### src/rtl/riscv_mc_control.sv
// ----------------------------------------------------------------------------
// riscv_mc_control
//
// Multicycle RISC-V control unit. A Moore FSM walks each instruction through
// Fetch / Decode / Execute / Memory / Writeback and drives every datapath
// select and write-enable. It also counts retired instructions and pulses
// Illegal when Decode sees an unsupported opcode.
//
// Parameters:
//   EN_JAL  1 enables jal (opcode 1101111); 0 makes that opcode illegal
//   CNT_W   width of the retired-instruction counter (wraps at 2^CNT_W)
//
// Ports:
//   clk         system clock, rising edge
//   rst         asynchronous active-low reset
//   op          Instr[6:0] from the instruction register
//   funct3      Instr[14:12]
//   funct7b5    Instr[30]
//   Zero        ALU zero flag
//   PCWrite     PC load enable
//   AdrSrc      memory address select (0=PC, 1=ALUOut)
//   MemWrite    data memory write enable
//   IRWrite     instruction register load enable
//   RegWrite    register file write enable
//   ResultSrc   00=ALUOut, 01=ReadData, 10=ALUResult
//   ALUSrcA     00=PC, 01=OldPC, 10=RD1
//   ALUSrcB     00=RD2, 01=ImmExt, 10=constant 4
//   ImmSrc      00=I, 01=S, 10=B, 11=J
//   ALUControl  000 add, 001 sub, 010 and, 011 or, 101 slt
//   Illegal     one-cycle pulse in Decode for an unsupported opcode
//   InstRet     retired-instruction count
//   State       current FSM state code (debug)
// ----------------------------------------------------------------------------
module riscv_mc_control #(
  parameter int EN_JAL = 1,
  parameter int CNT_W  = 32
) (
  input  logic             clk,
  input  logic             rst,
  input  logic [6:0]       op,
  input  logic [2:0]       funct3,
  input  logic             funct7b5,
  input  logic             Zero,
  output logic             PCWrite,
  output logic             AdrSrc,
  output logic             MemWrite,
  output logic             IRWrite,
  output logic             RegWrite,
  output logic [1:0]       ResultSrc,
  output logic [1:0]       ALUSrcA,
  output logic [1:0]       ALUSrcB,
  output logic [1:0]       ImmSrc,
  output logic [2:0]       ALUControl,
  output logic             Illegal,
  output logic [CNT_W-1:0] InstRet,
  output logic [3:0]       State
);

  typedef enum logic [3:0] {
    S_FETCH    = 4'd0,
    S_DECODE   = 4'd1,
    S_MEMADR   = 4'd2,
    S_MEMREAD  = 4'd3,
    S_MEMWB    = 4'd4,
    S_MEMWRITE = 4'd5,
    S_EXECUTER = 4'd6,
    S_ALUWB    = 4'd7,
    S_EXECUTEI = 4'd8,
    S_JAL      = 4'd9,
    S_BEQ      = 4'd10
  } state_t;

  localparam logic [6:0] OP_LW   = 7'b0000011;
  localparam logic [6:0] OP_SW   = 7'b0100011;
  localparam logic [6:0] OP_RTYP = 7'b0110011;
  localparam logic [6:0] OP_ITYP = 7'b0010011;
  localparam logic [6:0] OP_BEQ  = 7'b1100011;
  localparam logic [6:0] OP_JAL  = 7'b1101111;

  state_t           state_q, state_d;
  logic [CNT_W-1:0] instret_q, instret_d;

  logic       pc_update;
  logic       branch;
  logic       retire;
  logic [1:0] alu_op;
  logic       jal_ok;

  assign jal_ok = (EN_JAL != 0) && (op == OP_JAL);

  // State register and retired-instruction counter
  always_ff @(posedge clk or negedge rst) begin
    if (!rst) begin
      state_q   <= S_FETCH;
      instret_q <= '0;
    end else begin
      state_q   <= state_d;
      instret_q <= instret_d;
    end
  end

  // Next-state and Moore outputs
  always_comb begin
    state_d   = S_FETCH;
    pc_update = 1'b0;
    branch    = 1'b0;
    retire    = 1'b0;
    alu_op    = 2'b00;
    AdrSrc    = 1'b0;
    MemWrite  = 1'b0;
    IRWrite   = 1'b0;
    RegWrite  = 1'b0;
    ResultSrc = 2'b00;
    ALUSrcA   = 2'b00;
    ALUSrcB   = 2'b00;
    Illegal   = 1'b0;

    case (state_q)
      S_FETCH: begin
        state_d   = S_DECODE;
        IRWrite   = 1'b1;
        pc_update = 1'b1;
        ALUSrcB   = 2'b10;
        ResultSrc = 2'b10;
      end
      S_DECODE: begin
        ALUSrcA = 2'b01;
        ALUSrcB = 2'b01;
        if (op == OP_LW || op == OP_SW) begin
          state_d = S_MEMADR;
        end else if (op == OP_RTYP) begin
          state_d = S_EXECUTER;
        end else if (op == OP_ITYP) begin
          state_d = S_EXECUTEI;
        end else if (op == OP_BEQ) begin
          state_d = S_BEQ;
        end else if (jal_ok) begin
          state_d = S_JAL;
        end else begin
          // Unsupported opcode: drop the instruction without retiring it
          state_d = S_FETCH;
          Illegal = 1'b1;
        end
      end
      S_MEMADR: begin
        state_d = (op == OP_LW) ? S_MEMREAD : S_MEMWRITE;
        ALUSrcA = 2'b10;
        ALUSrcB = 2'b01;
      end
      S_MEMREAD: begin
        state_d = S_MEMWB;
        AdrSrc  = 1'b1;
      end
      S_MEMWB: begin
        state_d   = S_FETCH;
        ResultSrc = 2'b01;
        RegWrite  = 1'b1;
        retire    = 1'b1;
      end
      S_MEMWRITE: begin
        state_d  = S_FETCH;
        AdrSrc   = 1'b1;
        MemWrite = 1'b1;
        retire   = 1'b1;
      end
      S_EXECUTER: begin
        state_d = S_ALUWB;
        ALUSrcA = 2'b10;
        alu_op  = 2'b10;
      end
      S_EXECUTEI: begin
        state_d = S_ALUWB;
        ALUSrcA = 2'b10;
        ALUSrcB = 2'b01;
        alu_op  = 2'b10;
      end
      S_ALUWB: begin
        state_d  = S_FETCH;
        RegWrite = 1'b1;
        retire   = 1'b1;
      end
      S_JAL: begin
        state_d   = S_ALUWB;
        ALUSrcA   = 2'b01;
        ALUSrcB   = 2'b10;
        pc_update = 1'b1;
      end
      S_BEQ: begin
        state_d = S_FETCH;
        ALUSrcA = 2'b10;
        alu_op  = 2'b01;
        branch  = 1'b1;
        retire  = 1'b1;
      end
      default: begin
        state_d = S_FETCH;
      end
    endcase

    instret_d = instret_q + (retire ? CNT_W'(1) : CNT_W'(0));
  end

  assign PCWrite = pc_update | (branch & Zero);

  // Immediate format follows the opcode alone, independent of state
  always_comb begin
    case (op)
      OP_SW:   ImmSrc = 2'b01;
      OP_BEQ:  ImmSrc = 2'b10;
      OP_JAL:  ImmSrc = 2'b11;
      default: ImmSrc = 2'b00;
    endcase
  end

  // ALU decoder; subtract only for R-type with funct7b5 set (op[5] separates R from I)
  always_comb begin
    ALUControl = 3'b000;
    case (alu_op)
      2'b01: ALUControl = 3'b001;
      2'b10: begin
        case (funct3)
          3'b000:  ALUControl = (op[5] & funct7b5) ? 3'b001 : 3'b000;
          3'b010:  ALUControl = 3'b101;
          3'b110:  ALUControl = 3'b011;
          3'b111:  ALUControl = 3'b010;
          default: ALUControl = 3'b000;
        endcase
      end
      default: ALUControl = 3'b000;
    endcase
  end

  assign InstRet = instret_q;
  assign State   = state_q;

endmodule

### config.mk
export PLATFORM = sky130hd
export DESIGN_NAME = riscv_mc_control
export DESIGN_NICKNAME = d
export VERILOG_FILES = /design/src/rtl/riscv_mc_control.sv
export SDC_FILE = /design/constraint.sdc
export NUM_CORES = 1
export LEC_CHECK = 0
export ABC_CLOCK_PERIOD_IN_PS = 2400
export CAP_MARGIN = 20
export CELL_PAD_IN_SITES_DETAIL_PLACEMENT = 1
export CELL_PAD_IN_SITES_GLOBAL_PLACEMENT = 1
export CORE_MARGIN = 5
export CORE_UTILIZATION = 31
export CTS_BUF_LIST = sky130_fd_sc_hd__clkbuf_16
export CTS_CLUSTER_SIZE = 10
export DETAILED_ROUTE_END_ITERATION = 7
export PLACE_DENSITY = 0.74
export SLEW_MARGIN = 25
export SYNTH_ARGS = -nofsm -noshare
export SYNTH_HDL_FRONTEND = slang
export SYNTH_SLANG_ARGS = --single-unit
### constraint.sdc
create_clock -name clk -period 2.4 [get_ports clk]
set_input_delay 0.6 -clock clk [delete_from_list [all_inputs] [get_ports clk]]
set_output_delay 0.6 -clock clk [all_outputs]
set_load 0.05 [all_outputs]
==> flow_summary.toml <==
[clocking]
clkSinkCount = 36
clkLatencyLatePin_ns = 0.27
cts-buffers-inserted = 5
cts-root-buf = "clkbuf_16"
cts_buffer_depth = 2
htreeDepth = 2
clk_pin_slew_ns = 0.05
cts_tree = "done"

[drt]
first_pass_iters = 4
vias_per_cell = 4.97
ant_nets = 0
drt_iter0_markers = 44
vias = 1820
wirelength_mm = 5.91
routedWlPerCell_um = 16.2
drcViolationCount = 0

[worst_setup_path]
crit_required_ns = 1.80
critPathLaunchType = "flip-flop"
crit_fanout = 6
arrival_ns = 1.87
endpoint_kind = "output pin"
path_class = "reg2out"

[final_layout]
nFillCells = 666
drive_gt1_frac = 0.325
n_antenna_cell = 0
nets = 306
area_delta_synth_final_pct = 70.8

[power_and_ir_drop]
p_sw_uw = 887
p_per_area_nw_per_um2 = 706
combPwrFrac = 0.449
clkPwrFrac = 0.255
switching_share = 0.376
leakagePower_nw = 1.48
seq_power_share = 0.296
internal_power_mw = 1.47
ir_drop_mv = 0.883
p_total_mw = 2.36

[grt]
grt-ovfl-total = 0
grt_pass1_wl_mm = 9.77
grt_pass1_vias = 1971
antenna_found_initial = 0
gr-usage-all-layers = 0.158
grt_max_degree = 37

[synthesis]
synthArstFlopShare = 1.00
yosysWarnings = 0
syn_area_per_cell_um2 = 10.1
synth_area_um2 = 1950
synth_ff_type = "dfrtp_1"
yosysMostFrequentCell = "dfrtp_1"
ys_seq_elements = 36
synth.largest_area_cell = "dfrtp_1"
synthTopCellsByArea = "dfrtp_1 46%, xnor2_1 12%, nand3_1 4.1%"
synth_seq_area_share = 0.461
syn_nets = 211
yosys.area.top_type_share = 0.461
ys_types = 37
synth-edff-count = 0
synth_common_cells = "36 x dfrtp_1, 27 x xnor2_1, 16 x nand2_1, 16 x nand3_1, 14 x nor2_1"
synth_cells = 193

[status]
status = "finished, violations left"
violations = "negative setup slack"

[sta]
tightest_slew_ns = 0.814
period_needed_ns = 2.47
max_freq_mhz = 406
holdWs_ns = 0.423
setup_slack_ns = -0.0660
rsz0062_at_grt = "yes"
finalMaxSlewViolations = 0
finalHoldViolations = 0
timing.final.crit_share = 1.03
maxSlewHeadroom = 0.457
final-setup-viol-count = 2
final.setup_skew_ns = 0.00368

[placement]
hpwlAfterDp_mm = 4.10
io_buffer_count = 66
place_congestion = 0.780

[floorplanning]
dieArea_um2 = 7990
placementRows = 29
core_um2 = 6240
io_pins = 67
die_w_um = 89.4
start_util = 0.313
dieHeight_um = 89.4

[job]
maxCapViolCount = 0

[hold_path]
hold_path.class = "in2async"
-- what timing repair did --
item,CTS,global route
gates cloned,0,0
hold buffers,0,0
pin swaps,8,6
endpoints found under the setup margin,5,13
setup buffers,7,2
resized for setup,20,12
-- routing by layer --
layer  vias to the layer above  part of all wire  GRT usage
li1                        869                 -          -
met5                         -                 0          0
met3                        10             0.066     0.0424
met4                         0             0.021     0.0419
met2                        58              0.52      0.284
met1                       883              0.39      0.185
-- path summary, 6_finish.rpt --
check	startpoint	cells past startpoint	slack [ns]	endpoint
worst max-delay path	State[2]	6	-0.07	ALUControl[2]
worst min-delay path	rst	1	0.42	InstRet[11]
worst max register to register	State[2]	11	0.13	InstRet[18]
worst min register to register	InstRet[31]	1	0.47	InstRet[31]
max in group asynchronous	rst	1	1.41	State[2]
min in group clk	InstRet[31]	1	0.47	InstRet[31]
-- stage by stage --
stage | TNS [ns] | std cells | cell area (um^2) | setup WS (ns) | util
floorplan | -0.539 | 193 | 2040 | -0.315 | -
global placement | -0.0445 | 349 | 3030 | -0.0445 | 0.485
detailed placement | -0.138 | 349 | 3030 | -0.0777 | 0.485
CTS | -0.0233 | 364 | 3270 | -0.0233 | 0.524
global route | -0.373 | 366 | 3340 | -0.144 | 0.535
finish | -0.0886 | 366 | 3340 | -0.0660 | 0.535
-- power groups by stage --
stage	combinational [mW]	sequential, mW	clock (mW)
global placement	0.995	0.705	0
detailed placement	1.00	0.707	0
CTS	1.04	0.697	0.621
floorplan	0.400	0.842	0
global route	1.11	0.706	0.657
finish	1.06	0.698	0.600
-- worst max-delay path, stage by stage (launching register included) --
cell and delay [ns]:
dfrtp_2 0.44, nor2b_4 0.19, nand2_2 0.07, a21oi_4 0.17, ha_4 0.23, nor4_4 0.32
buf_12 0.18
-- layout make-up --
| class | instances | area (um^2) | area share |
|---|---|---|---|
| multi-input combinational | 142 | 1160 | 0.347 |
| timing repair buffer | 94 | 1010 | 0.301 |
| sequential | 36 | 906 | 0.271 |
| clock buffer | 5 | 125 | 0.0375 |
| tap | 77 | 96.3 | 0.0289 |
| inverter | 9 | 33.8 | 0.0101 |
| clock inverter | 3 | 12.5 | 0.00375 |
-- cell families (layout without fill, tap and decap cells) --
family                   after synthesis  in the layout  synth area share
AND/OR/NAND/NOR                       86             86             0.268
flip-flops                            36             36             0.461
XOR/XNOR                              33             33             0.148
AO/OA/AOI/OAI                         19             19            0.0685
buffers and inverters                 15            111            0.0288
adder cells (fa/ha/maj)                4              4            0.0256
-- state kept, by name (all words and copies together), names as in the netlist --
register and flops:
State 4, InstRet 32
-- cells in the final DEF, fill, tap and decap left out, types with 3 or more instances in the layout --
cell             instances
clkdlybuf4s50_1         39
dfrtp_1                 32
buf_4                   30
xnor2_1                 27
nand3_1                 16
buf_12                  13
inv_1                   11
nand2_1                 11
nor2_1                   8
dlygate4sd2_1            8
nand4_1                  7
xor2_1                   6
nand2_2                  5
clkbuf_16                5
dfrtp_2                  4
and3_1                   4
a21oi_1                  4
nor4_4                   4
nor2_2                   3
nor2_4                   3
and4_1                   3
and2_1                   3
a31o_2                   3
Note: power is estimated with default switching activity, not from simulation.
